--- src/rtl/xgriscv_lsu.sv ---
// Load/store unit between the MEM stage and a word-only data memory.
// Loads and sw finish in one cycle; sb/sh do a read-modify-write through MERGE.
module xgriscv_lsu #(
  parameter int XLEN      = 32,
  parameter int ADDR_SIZE = 32
) (
  input  logic                 clk,
  input  logic                 rstn,
  input  logic                 req_valid,
  output logic                 req_ready,
  input  logic                 req_we,
  input  logic [2:0]           req_funct3,
  input  logic [XLEN-1:0]      req_addr,
  input  logic [XLEN-1:0]      req_wdata,
  input  logic [ADDR_SIZE-1:0] req_pc,
  output logic                 resp_valid,
  output logic [XLEN-1:0]      resp_rdata,
  output logic                 resp_err,
  output logic                 dmem_we,
  output logic [XLEN-1:0]      dmem_a,
  output logic [XLEN-1:0]      dmem_wd,
  output logic [ADDR_SIZE-1:0] dmem_pc,
  input  logic [XLEN-1:0]      dmem_rd
);

  typedef enum logic {IDLE, MERGE} state_t;

  state_t                 r_state, w_nstate;
  logic [XLEN-1:0]        r_addr, r_old;
  logic [15:0]            r_wdata;
  logic                   r_half;
  logic [ADDR_SIZE-1:0]   r_pc;
  logic                   r_resp_valid, r_resp_err;
  logic [XLEN-1:0]        r_resp_rdata;

  logic                   w_legal, w_mis, w_err, w_acc, w_sw, w_rmw;
  logic [7:0]             w_byte;
  logic [15:0]            w_half;
  logic [XLEN-1:0]        w_ld, w_merge;

  always_comb begin
    w_legal = req_we ? (req_funct3 inside {3'd0, 3'd1, 3'd2})
                     : (req_funct3 inside {3'd0, 3'd1, 3'd2, 3'd4, 3'd5});
    w_mis   = ((req_funct3[1:0] == 2'b01) && req_addr[0]) ||
              ((req_funct3[1:0] == 2'b10) && (req_addr[1:0] != 2'b00));
    w_err   = !w_legal || w_mis;
    w_acc   = req_valid && req_ready;
    w_sw    = w_acc && req_we && !w_err && (req_funct3[1:0] == 2'b10);
    w_rmw   = w_acc && req_we && !w_err && !req_funct3[1];
  end

  // Lane extraction from the combinational read word, then extension.
  always_comb begin
    w_byte = dmem_rd[{req_addr[1:0], 3'b000} +: 8];
    w_half = dmem_rd[{req_addr[1], 4'b0000} +: 16];
    case (req_funct3)
      3'd0:    w_ld = {{(XLEN-8){w_byte[7]}}, w_byte};
      3'd1:    w_ld = {{(XLEN-16){w_half[15]}}, w_half};
      3'd2:    w_ld = dmem_rd;
      3'd4:    w_ld = {{(XLEN-8){1'b0}}, w_byte};
      3'd5:    w_ld = {{(XLEN-16){1'b0}}, w_half};
      default: w_ld = '0;
    endcase
  end

  always_comb begin
    w_merge = r_old;
    if (r_half) w_merge[{r_addr[1], 4'b0000} +: 16] = r_wdata;
    else        w_merge[{r_addr[1:0], 3'b000} +: 8] = r_wdata[7:0];
  end

  always_comb begin
    w_nstate  = r_state;
    req_ready = 1'b0;
    dmem_a    = {req_addr[XLEN-1:2], 2'b00};
    dmem_wd   = req_wdata;
    dmem_pc   = req_pc;
    case (r_state)
      IDLE: begin
        req_ready = 1'b1;
        if (w_rmw) w_nstate = MERGE;
      end
      MERGE: begin
        dmem_a   = {r_addr[XLEN-1:2], 2'b00};
        dmem_wd  = w_merge;
        dmem_pc  = r_pc;
        w_nstate = IDLE;
      end
      default: w_nstate = IDLE;
    endcase
    // Gating on rstn keeps a reset that lands mid-RMW from writing.
    dmem_we = rstn && ((r_state == MERGE) || w_sw);
  end

  always_ff @(posedge clk or negedge rstn) begin
    if (!rstn) begin
      r_state      <= IDLE;
      r_addr       <= '0;
      r_old        <= '0;
      r_wdata      <= '0;
      r_half       <= 1'b0;
      r_pc         <= '0;
      r_resp_valid <= 1'b0;
      r_resp_err   <= 1'b0;
      r_resp_rdata <= '0;
    end else begin
      r_state      <= w_nstate;
      r_resp_valid <= (w_acc && !w_rmw) || (r_state == MERGE);
      r_resp_err   <= w_acc && w_err;
      r_resp_rdata <= (w_acc && !req_we && !w_err) ? w_ld : '0;
      if (w_rmw) begin
        r_addr  <= req_addr;
        r_old   <= dmem_rd;
        r_wdata <= req_wdata[15:0];
        r_half  <= req_funct3[0];
        r_pc    <= req_pc;
      end
    end
  end

  assign resp_valid = r_resp_valid;
  assign resp_err   = r_resp_err;
  assign resp_rdata = r_resp_rdata;

endmodule
--- config.mk ---
export PLATFORM = sky130hd
export DESIGN_NAME = xgriscv_lsu
export DESIGN_NICKNAME = d
export VERILOG_FILES = /design/src/rtl/xgriscv_lsu.sv
export SDC_FILE = /design/constraint.sdc
export NUM_CORES = 1
export LEC_CHECK = 0
export ABC_AREA = 1
export BUFFER_PORTS_ARGS = -buffer_cell sky130_fd_sc_hd__buf_2
export CAP_MARGIN = 20
export CELL_PAD_IN_SITES_DETAIL_PLACEMENT = 1
export CELL_PAD_IN_SITES_GLOBAL_PLACEMENT = 2
export CORE_MARGIN = 1.5
export CORE_UTILIZATION = 30
export DETAILED_ROUTE_END_ITERATION = 12
export PLACE_DENSITY_LB_ADDON = 0.25
export SYNTH_ARGS = -nofsm -noshare
export SYNTH_HDL_FRONTEND = slang
export SYNTH_SLANG_ARGS = --single-unit
--- constraint.sdc ---
create_clock -name clk -period 5.99 [get_ports clk]
set_input_delay 0.2995 -clock clk [delete_from_list [all_inputs] [get_ports clk]]
set_output_delay 0.2995 -clock clk [all_outputs]
set_load 0.03 [all_outputs]
==> impl_metrics.tcl <==
set metrics [dict create \
    status "completed" \
    area_growth_pct 23.4 \
    switching_share_pct 39.2 \
    path_clk_slew_ps 70 \
    drive_gt1_share_pct 21.2 \
    dp.final_hpwl_microns 24100 \
    cts_buffers 17 \
    ios 267 \
    p_sw_mw 1.30 \
    start_util_pct 30.5 \
    crit_path_end_kind "output pin" \
    post-cts-setup-buffers 0 \
    netlist_instances 1306 \
    gp_congestion 0.852 \
    ys_ff_latch 148 \
    syn-cell-area_sq_um 8780 \
    clk_path_buf_depth 2 \
    drv_cap 0 \
    start_kind "flip-flop" \
    drt_wl_total_microns 34900 \
    h-tree-depth 4 \
    period_needed_ps 4100 \
    slew_violations 0 \
    post_drt_wl_per_cell_microns 18.4 \
    fmax_mhz 244 \
    synthTopCellsByArea "dfrtp_1 42%, nand2_1 24%, nand4_1 8.7%" \
    dpl_cell_area_sq_um 10200 \
    power_mw 3.31 \
    grt_pass1_vias 9504 \
    layoutNonFillerInstCount 1897 \
    p_per_area_nw_per_um2 306 \
    synth_cell_types 24 \
    ys_warn_count 0 \
    fp.dieW_microns 174 \
    yosysSeqAreaShare_pct 42.2 \
    cp.arrival_ps 3800 \
    coreArea_sq_um 28800 \
    antenna_found_initial 0 \
    grt_max_degree 99 \
    clk_latency_ps 430 \
    first_iter_violations 668 \
    fp.dieArea_sq_um 30300 \
    vias_per_cell 5.01 \
    grt_pass1_wl_microns 55300 \
    max_slew_margin_pct 25.6 \
    dp_slack_ps 2430 \
    die_y_microns 174 \
    finalInstanceArea_sq_um 10800 \
    rsz0062_at_grt "false" \
    dr_total_vias 9513 \
    drc 0 \
    combPwrFrac_pct 28.0 \
    finalHoldViolCount 0 \
    internal_power_mw 2.01 \
    tns_ps 0 \
    finish.utilization_pct 37.7 \
    syn_avg_cell_area_sq_um 6.73 \
    cts.repair.resized 0 \
    peakVddDrop_mv 0.128 \
    row_count 62 \
    crit_fanout 32 \
    overflow 0 \
    cts_num_sinks 148 \
    drt.antenna.violating_nets 0 \
    port_buffers 264 \
    yosysTopAreaCellShare_pct 42.2 \
    tightest_slew_ps 1120 \
    fin_skew_ps 13.5 \
    yosys.area.top_type "dfrtp_1" \
    dp_cells 1862 \
    cts_tree "done" \
    hold_buffers 1 \
    timing.final.crit_share_pct 68.4 \
    crit_type "reg2out" \
    power_frac_clock_pct 31.2 \
    hold_ws_ps 128 \
    dr.pass1.iters 5 \
    worstPathRequired_ps 5690 \
    setup-violations-final 0 \
    root_buffer "clkbuf_16" \
    grt_use_total_pct 23.1 \
    diodes 0 \
    p_leak_nw 5.92 \
    hold_path_class "in2reg" \
    pwr-share-seq_pct 40.8 \
    fin_nets 1640 \
    layout_setup_ws_ps 1890 \
]
worst max-delay path, cell delays in order (launching register included):
cell and delay (ps):
dfrtp_1 850, inv_1 380, buf_4 340, ha_1 320
inv_1 440, nand3_1 220, o22ai_1 200, nand2_1 80
a21oi_1 280, buf_2 260
cell families after synthesis:
kind of cell	Yosys count	synth area share, %
compound gates	187	10.9
fa+ha+maj	5	0.712
buf+inv	178	8.42
flops	148	42.2
other cells	1	0.0427
simple gates	787	37.8
path summary, 6_finish.rpt:
path | start | cells past startpoint | endpoint | slack [ps]
setup / recovery | r_addr[1] | 9 | dmem_wd[10] | 1890
setup reg to reg | r_state | 7 | r_old[27] | 3270
min in group asynchronous | rstn | 2 | resp_rdata[4] | 340
hold / removal | req_addr[24] | 3 | r_addr[24] | 130
max in group asynchronous | rstn | 3 | r_old[17] | 4400
hold reg to reg | r_old[6] | 2 | r_old[6] | 480
cells in the mapped netlist:
master	number
nand4_4	1
o21ai_0	68
nand2_2	1
o22ai_1	16
inv_2	4
nand4_1	122
nor2_4	3
ha_1	5
and2_1	1
buf_1	19
a21oi_1	101
nor2_2	1
o21ai_1	2
nor3_1	1
buf_2	22
dfrtp_1	148
nor2_1	96
inv_4	1
buf_4	11
nand2_1	552
clkbuf_1	53
inv_1	68
conb_1	1
nand3_1	9
layer usage:
layer | vias to the layer above | GRT usage (%) | routed length, microns
li1 | 4611 | - | -
met1 | 4635 | 33.3 | 16800
met2 | 233 | 35.8 | 16000
met3 | 34 | 3.63 | 1450
met4 | 0 | 6.14 | 599
met5 | - | 0 | 0
power by group through the flow:
stage | clock [mW] | sequential (mW) | combinational [mW]
finish | 1.03 | 1.35 | 0.928
global route | 1.10 | 1.38 | 1.05
CTS | 1.06 | 1.35 | 0.932
detailed placement | 0 | 1.37 | 0.927
global placement | 0 | 1.36 | 0.914
floorplan | 0 | 1.30 | 0.651
cell usage in the layout, fill, tap and decap left out, types with 4 or more instances in the layout:
cell	synthesis	layout
dfrtp_1	148	147
buf_4	11	12
inv_1	68	68
buf_2	22	263
clkinv_4	0	4
o21ai_0	68	68
nor2_1	96	96
o22ai_1	16	16
a21oi_1	101	101
nand4_1	122	122
nand2_1	552	552
nand3_1	9	9
inv_2	4	4
ha_1	5	5
clkbuf_16	0	17
sequential cells by signal (all words and copies together) (netlist names), 16 cells and up:
register,count
r_addr,32
r_old,32
r_pc,32
resp_rdata,32
r_wdata,16
final cells by class:
type                       instances  area [sq um]
multi-input combinational        981          4350
tap                              384           480
fill                            3741         17900
clock inverter                    14           123
sequential                       148          3710
timing repair buffer             279          1480
inverter                          73           277
clock buffer                      18           429
Power figures use the tool's default switching activity.
